==> src/rtl/apb_regbank_slave.sv <==
// APB3 register-bank slave: NUM_REGS word registers, programmable wait states, pslverr on bad address.
// Optional byte strobes are enabled with the APB_SLV_PSTRB_EN macro.
module apb_regbank_slave #(
    parameter int ADDR_WIDTH  = 8,
    parameter int DATA_WIDTH  = 32,
    parameter int NUM_REGS    = 16,
    parameter int WAIT_STATES = 0
) (
    input  logic                    pclk,
    input  logic                    presetn,
    input  logic                    psel,
    input  logic                    penable,
    input  logic                    pwrite,
    input  logic [ADDR_WIDTH-1:0]   paddr,
    input  logic [DATA_WIDTH-1:0]   pwdata,
`ifdef APB_SLV_PSTRB_EN
    input  logic [DATA_WIDTH/8-1:0] pstrb,
`endif
    output logic                    pready,
    output logic [DATA_WIDTH-1:0]   prdata,
    output logic                    pslverr
);

    localparam int STRB_W    = DATA_WIDTH / 8;
    localparam int LSB       = $clog2(STRB_W);
    localparam int REG_IDX_W = (NUM_REGS > 1) ? $clog2(NUM_REGS) : 1;
    localparam logic [ADDR_WIDTH-1:0] ALIGN_MASK = ADDR_WIDTH'(STRB_W - 1);
    localparam logic [3:0] WAIT_INIT = 4'(WAIT_STATES);

    typedef enum logic [1:0] {IDLE, WAIT, DONE} state_t;

    state_t                 state;
    logic [3:0]             waitCnt;
    logic                   latWrite;
    logic                   latErr;
    logic [REG_IDX_W-1:0]   latIdx;
    logic [DATA_WIDTH-1:0]  latData;
    logic [STRB_W-1:0]      latStrb;
    logic [DATA_WIDTH-1:0]  regs [NUM_REGS];

    logic [STRB_W-1:0]      capStrb;
    logic [ADDR_WIDTH-1:0]  wordAddr;
    logic [REG_IDX_W-1:0]   capIdx;
    logic                   capErr;
    logic                   setupReq;
    logic                   commitWrite;
    logic [DATA_WIDTH-1:0]  mergedWord;
    logic [DATA_WIDTH-1:0]  setupRdata;
    logic [DATA_WIDTH-1:0]  waitRdata;

`ifdef APB_SLV_PSTRB_EN
    assign capStrb = pstrb;
`else
    assign capStrb = '1;
`endif

    // The setup phase is decoded straight from the bus so that a zero-wait-state
    // transfer can raise pready in its first penable cycle; a read landing on the
    // edge where a pending write commits sees the merged word.
    always_comb begin
        wordAddr    = paddr >> LSB;
        capIdx      = REG_IDX_W'(wordAddr);
        capErr      = (|(paddr & ALIGN_MASK)) || (32'(wordAddr) >= 32'(NUM_REGS));
        setupReq    = psel && !penable;
        commitWrite = (state == DONE) && latWrite && !latErr;
        mergedWord  = regs[latIdx];
        for (int i = 0; i < STRB_W; i++) begin
            if (latStrb[i]) begin
                mergedWord[8*i +: 8] = latData[8*i +: 8];
            end
        end
        waitRdata  = (latErr || latWrite) ? '0 : regs[latIdx];
        setupRdata = '0;
        if (!capErr && !pwrite) begin
            setupRdata = (commitWrite && (capIdx == latIdx)) ? mergedWord : regs[capIdx];
        end
    end

    // Transfer FSM; the write commits on the edge that ends the pready cycle.
    always_ff @(posedge pclk or negedge presetn) begin
        if (!presetn) begin
            state    <= IDLE;
            waitCnt  <= '0;
            pready   <= 1'b0;
            prdata   <= '0;
            pslverr  <= 1'b0;
            latWrite <= 1'b0;
            latErr   <= 1'b0;
            latIdx   <= '0;
            latData  <= '0;
            latStrb  <= '0;
            for (int r = 0; r < NUM_REGS; r++) begin
                regs[r] <= '0;
            end
        end else begin
            pready  <= 1'b0;
            prdata  <= '0;
            pslverr <= 1'b0;
            if (commitWrite) begin
                regs[latIdx] <= mergedWord;
            end
            case (state)
                IDLE, DONE: begin
                    if (setupReq) begin
                        latWrite <= pwrite;
                        latErr   <= capErr;
                        latIdx   <= capIdx;
                        latData  <= pwdata;
                        latStrb  <= capStrb;
                        if (WAIT_STATES == 0) begin
                            pready  <= 1'b1;
                            prdata  <= setupRdata;
                            pslverr <= capErr;
                            state   <= DONE;
                        end else begin
                            waitCnt <= WAIT_INIT;
                            state   <= WAIT;
                        end
                    end else begin
                        state <= IDLE;
                    end
                end
                WAIT: begin
                    if (!psel) begin
                        waitCnt <= '0;
                        state   <= IDLE;
                    end else if (waitCnt == 4'd1) begin
                        pready  <= 1'b1;
                        prdata  <= waitRdata;
                        pslverr <= latErr;
                        waitCnt <= '0;
                        state   <= DONE;
                    end else begin
                        waitCnt <= waitCnt - 4'd1;
                    end
                end
                default: state <= IDLE;
            endcase
        end
    end

endmodule

==> config.mk <==
export PLATFORM = sky130hd
export DESIGN_NAME = apb_regbank_slave
export DESIGN_NICKNAME = d
export VERILOG_FILES = /design/src/rtl/apb_regbank_slave.sv
export SDC_FILE = /design/constraint.sdc
export NUM_CORES = 1
export LEC_CHECK = 0
export ABC_CLOCK_PERIOD_IN_PS = 4700
export CAP_MARGIN = 10
export CORE_UTILIZATION = 50
export DETAILED_ROUTE_END_ITERATION = 8
export PLACE_DENSITY = 0.77
export SYNTH_ARGS = -nofsm -noshare
export SYNTH_HDL_FRONTEND = slang
export SYNTH_SLANG_ARGS = --single-unit
==> constraint.sdc <==
create_clock -name pclk -period 4.7 [get_ports pclk]
set_clock_uncertainty 0.15 [all_clocks]
set_input_delay 1.175 -clock pclk [delete_from_list [all_inputs] [get_ports pclk]]
set_output_delay 1.175 -clock pclk [all_outputs]
set_load 0.1 [all_outputs]
==> results of run 1 <==
-- path summary, 6_finish.rpt --
path / start / endpoint / cells after the start
worst max-delay path: prdata[18]$_DFF_PN0_ / prdata[18] / 1
worst min-delay path: latErr$_DFFE_PN0P_ / latErr$_DFFE_PN0P_ / 1
worst max register to register: latIdx[3]$_DFFE_PN0P_ / regs[200]$_DFFE_PN0P_ / 6
worst min register to register: latErr$_DFFE_PN0P_ / latErr$_DFFE_PN0P_ / 1
max in group asynchronous: presetn / regs[275]$_DFFE_PN0P_ / 2
min in group asynchronous: presetn / regs[102]$_DFFE_PN0P_ / 1
-- synthesized netlist by cell type, types with 35 or more instances --
cell type / n
mux4_2: 128
buf_2: 48
buf_6: 35
nand2_1: 632
dfrtp_1: 585
mux2i_1: 224
clkbuf_1: 147
o21ai_0: 207
mux2_2: 64
o21ai_2: 93
a221oi_1: 94
o21ai_1: 248
-- logic make-up (layout without fill, tap and decap cells) --
family | count (synthesis) | after routing | share of synthesized area, %
simple gates | 662 | 662 | 8.74
buf+inv | 261 | 252 | 4.74
flops | 585 | 585 | 49.2
compound gates | 805 | 805 | 17.6
mux | 416 | 416 | 19.6
xor+xnor | 4 | 4 | 0.118
-- report_power, final --
group / total (W) / switching (W) / internal (W) / leakage (nW)
Sequential: 0.00591 / 0.000445 / 0.00547 / 8.02
Clock: 0.00481 / 0.00201 / 0.00281 / 0.948
Combinational: 0.00185 / 0.00105 / 0.000801 / 5.03
Total: 0.0126 / 0.00350 / 0.00908 / 14.0
-- layout by cell type (no fill, tap or decap), drive strengths merged --
cell type      count
and2               3
a21o               1
clkdlybuf4s50     73
and3b              1
o2111ai           32
o21ai            548
nand2            633
nand2b             3
xnor2              4
o21a              30
nor3               5
nor2b              3
a31o               2
a221oi            94
nand3b             3
bufinv             7
clkinvlp           1
clkbuf            84
inv                6
nand4              1
dfrtp            585
o22ai             30
nor2               2
mux2i            224
o22a              32
or4                1
a22oi             34
buf               71
nand3              5
nor3b              1
a21oi              2
mux4             128
clkinv            10
and3               1
mux2              64
-- through the flow --
step,power [W],std cells,utilization (%),hold WS [ps],instance area [sq um]
4_1_cts,0.0126,3497,55.7,324,32800
5_1_grt,0.0130,3497,55.7,356,32800
6_report,0.0126,3497,55.7,323,32800
2_1_floorplan,0.00724,2733,-,287,29700
3_3_place_gp,0.00770,3394,52.4,303,30900
3_5_place_dp,0.00782,3394,52.4,311,30900
-- flip-flops by register name (all words and copies together), names as in the netlist --
signal / count
latErr: 1
prdata: 32
latStrb: 1
pslverr: 1
state: 1
latData: 32
latIdx: 4
latWrite: 1
regs: 512
-- metal layers --
layer	share of wire [%]	track usage, %	wire length [microns]	up-vias
met3	10	5.99	9040	344
met2	46	46.2	40500	1365
met5	0	0	0	-
met1	38	39.0	33900	11500
met4	6.0	17.6	5290	0
li1	-	-	-	9887
-- worst register-to-register path, cell delays in order (launching register included) --
cell	delay (ps)
dfrtp_2	990
nand3b_1	760
buf_4	490
o22a_1	290
o2111ai_1	120
o21ai_2	300
o21ai_0	300
-- area by class of cell --
| cell class | instances | area share [%] |
|---|---|---|
| Multi-Input combinational cell | 1887 | 42.0 |
| Sequential cell | 585 | 44.7 |
| Clock inverter | 19 | 0.866 |
| Tap cell | 773 | 2.95 |
| Clock buffer | 84 | 5.03 |
| Inverter | 5 | 0.0610 |
| Timing Repair Buffer | 144 | 4.46 |
==> impl_metrics.toml, run 1 <==
[sta]
final-max-slew-violation-count = 0
rsz0062_at_grt = "false"
fin_ws_ps = 1020
period_minus_slack_ps = 3680
setup_violations = 0
hold_viol = 0
max_freq_mhz = 272
slew-limit-headroom_pct = 24.8
fin_tns_setup_ps = 0
min_period_over_period_pct = 78.2
worst_pin_slew_ps = 1120

[yosys]
synth_top_area_share_pct = 49.2
synth_top_area_cell = "dfrtp_1"
synth-async-reset-ratio_pct = 100
ys_warn_count = 0
yosys_register_bits = 585
syn-instance-count = 2733
synthesis.nets = 2778
syn_avg_cell_area_sq_um = 10.9
synthFlopType = "dfrtp_1"
ys_seq_area_share_pct = 49.2
syn_area_sq_um = 29700
ys_types = 45
synth_edf_count = 0
synth.area.top_cells = "dfrtp_1 (49%), mux4_2 (9.7%), nand2_1 (8.0%), mux2i_1 (7.5%), o21ai_1 (4.2%)"

[global_route]
grt_usage_pct = 29.9
overflow = 0
grt_pass1_vias = 23600
antenna_found_initial = 0
grt_max_degree = 102
grt_pass1_wl_mm = 137

[clocking]
cts_root_buf = "clkbuf_16"
ctsHoldBuffers = 0
h-tree-depth = 2
cts_setup_buffers = 0
clkTransAtPathRegs_ps = 60
cts.sinks = 585
insertion_delay_ps = 630
cts_tree = "built"
post_cts_resized = 0
clockBufferDepth = 3
cts_buffers = 57

[routing]
vias = 23100
drtAntennaViolNets = 0
wl_per_cell_microns = 25.4
drt_iter0_drc = 2545
drc = 0
totalWireLength_mm = 88.8
drtPass1Iterations = 6
viasPerCell = 6.61

[worst_setup_path]
rrSetupSlack_ps = 1170
cp_cell_sequence = "clkdlybuf4s50_1"
critPathTopFamily = "buffers and inverters"
critical_path_class = "register to output port"
crit_buf_inv = 1
end_kind = "output port"
crit_required_ps = 3380
cp-start-kind = "register"
crit_arrival_ps = 2350
slowest_stage = "clkdlybuf4s50_1"
cp_slowest_stage_delay_ps = 1200
worstPathMaxFanout = 1

[final_layout]
regArea_sq_um = 14600
antennaDiodeCount = 0
nets = 2725
multiInputGateArea_sq_um = 13800
n_fill_cell = 4764
drive_gt1_share_pct = 17.7
syn2layout_area_growth_pct = 10.2

[floorplan]
core-area_sq_um = 58900
fp.dieH_microns = 246
num_rows = 89
pin_count = 79
die_w_microns = 246
initial_core_util_pct = 50.5
die_area_sq_um = 60500

[placement]
hpwlAfterDp_mm = 52.3
dp_slack_ps = 1180
io_buffers = 78
gp_congestion = 0.875

[job]
maxCapViolations = 0

[worst_hold_path]
hold_class = "register to register"

[outcome]
status = "completed"

[power]
power_leakage_nw = 14.0
ir_drop_uv = 325
powerDensity_nw_per_um2 = 384
Note: power is estimated with default switching activity, not from simulation.
==> inputs of run 2 (changes only) <==
Settings changed: ABC_CLOCK_PERIOD_IN_PS 4700 to 3820.
Clock period 4.7 ns to 3.82 ns, I/O delays scaled along.
==> run 2 against run 1 <==
  * Via count up 1.0%
  * Critical endpoint is now regs[9]$_DFFE_PN0P_
  * First-iteration DRC count increased by 19%
  * Core utilization grew 0.15 points
  * Largest power group unchanged
  * Clock power rose by 17%
  * Largest cell class unchanged
  * Die area unchanged
  * Register-to-register slack got worse by 580 ps
==> impl_metrics.toml, run 2 (synthesis results as in run 1) <==
[global_route]
grt_usage_pct = 30.3
overflow = 0
grt_pass1_wl_mm = 138
grt_pass1_vias = 23300
antenna_found_initial = 2
grt_max_degree = 91

[sta]
slew-limit-headroom_pct = 33.8
worst_pin_slew_ps = 989
setup_violations = 0
holdWs_ps = 170
period_minus_slack_ps = 3230
fin_tns_setup_ps = 0
min_period_over_period_pct = 84.5
max_freq_mhz = 310
final-max-slew-violation-count = 0
hold_viol = 0
rsz0062_at_grt = "false"

[worst_setup_path]
cp_cell_sequence = "nand3_1 -> o22a_1 -> o2111ai_1 -> nand2_1 -> o21ai_0"
critical_path_class = "register to register"
slowest_stage = "dfrtp_4"
crit_required_ps = 4200
crit_buf_inv = 0
critPathTopFamily = "simple AND/OR/NAND/NOR gates"
cp_slowest_stage_delay_ps = 1030
worstPathMaxFanout = 53
cp-start-kind = "register"
end_kind = "register"
crit_arrival_ps = 3610

[routing]
highest_layer = "met5"
totalWireLength_mm = 90.4
drt_iter0_drc = 3019
dr_wl_met3_mm = 10.1
drc = 0
viasPerCell = 6.64
wl_per_cell_microns = 25.7
drtPass1Iterations = 6
wl_met2_mm = 41.0
vias = 23400
wl_met1_mm = 33.7
drtAntennaViolNets = 0

[placement]
io_buffers = 78
gp_congestion = 0.889
hpwlAfterDp_mm = 52.5

[clocking]
cts_setup_buffers = 0
ctsHoldBuffers = 0
post_cts_resized = 0
cts_root_buf = "clkbuf_16"
cts_tree = "built"
insertion_delay_ps = 620
h-tree-depth = 2
clockBufferDepth = 3
cts.sinks = 585
clkTransAtPathRegs_ps = 70
cts_buffers = 56

[final_layout]
syn2layout_area_growth_pct = 10.5
nets = 2742
largest_reg_flops = 512
top_register = "regs"
post-route-util_pct = 55.8
n_fill_cell = 4750
layout_common_cells = "nand2_1 (621), dfrtp_1 (582), o21ai_1 (247)"
drive_gt1_share_pct = 19.5
top_regs = "regs: 512 flops, latData: 32 flops, prdata: 32 flops"
final_common_cell = "nand2_1"

[worst_hold_path]
hold_class = "input pin to asynchronous set/reset pin"

[power]
ir_drop_uv = 415
p_int_w = 0.0109
power_frac_seq_pct = 47.8
combPwrFrac_pct = 15.2
power_leakage_nw = 14.2
power_frac_clock_pct = 36.9
netSwitchingPower_w = 0.00431
p_total_w = 0.0152
sw_frac_of_total_pct = 28.3
powerDensity_nw_per_um2 = 463

[floorplan]
initial_core_util_pct = 50.5
num_rows = 89
fp.dieH_microns = 246
die_w_microns = 246
core-area_sq_um = 58900
die_area_sq_um = 60500
pin_count = 79

[outcome]
status = "completed"

[job]
maxCapViolations = 0
## run 2: changes by cell type in the layout (fill, tap and decap cells not counted)
cell             delta
buf_12             +12
clkbuf_1            -1
diode_2             +1
clkinv_4            -1
bufinv_16           -3
clkinv_2            +8
clkdlybuf4s50_1    -33
buf_4              +39
clkbuf_16           -2
clkbuf_8            +1
inv_6               -2
## run 2: final timing paths
check	depth (start not counted)	start	end	slack [ps]
min	1	presetn	regs[486]$_DFFE_PN0P_	170
max in group asynchronous	2	presetn	regs[372]$_DFFE_PN0P_	2350
max reg2reg	5	latIdx[2]$_DFFE_PN0P_	regs[9]$_DFFE_PN0P_	590
min reg2reg	2	latData[28]$_DFFE_PN0P_	latData[28]$_DFFE_PN0P_	340
min in group pclk	2	latData[28]$_DFFE_PN0P_	latData[28]$_DFFE_PN0P_	340
max	5	latIdx[2]$_DFFE_PN0P_	regs[9]$_DFFE_PN0P_	590
## run 2: power by group through the flow
stage	sequential, W	combinational [W]	clock (W)
detailed placement	0.00737	0.00229	0
CTS	0.00726	0.00229	0.00566
finish	0.00729	0.00232	0.00562
global placement	0.00731	0.00219	0
floorplan	0.00712	0.00179	0
global route	0.00733	0.00251	0.00589
## run 2: cell type report
| type | instances | area [sq um] | area share (%) |
|---|---|---|---|
| antenna | 1 | 2.50 | 0.00761 |
| clock buffer | 82 | 1610 | 4.90 |
| clock inverter | 21 | 208 | 0.632 |
| inverter | 5 | 20.0 | 0.0609 |
| multi-input combinational | 1887 | 13800 | 41.9 |
| sequential | 585 | 14600 | 44.5 |
| tap | 773 | 967 | 2.94 |
| timing repair buffer | 162 | 1660 | 5.06 |
## run 2: layer usage
layer  vias up  GRT usage (%)
li1       9944              -
met1     11600           39.6
met2      1465           46.3
met3       364           6.64
met4         2           17.8
met5         -              0
## run 2: through the flow
step	setup slack (ps)	instances	area, sq um
after detailed placement	520	3412	31100
after global placement	523	3412	31100
after global routing	546	3515	32900
after floorplan	1020	2733	29700
final	594	3516	32900
after CTS	622	3515	32900
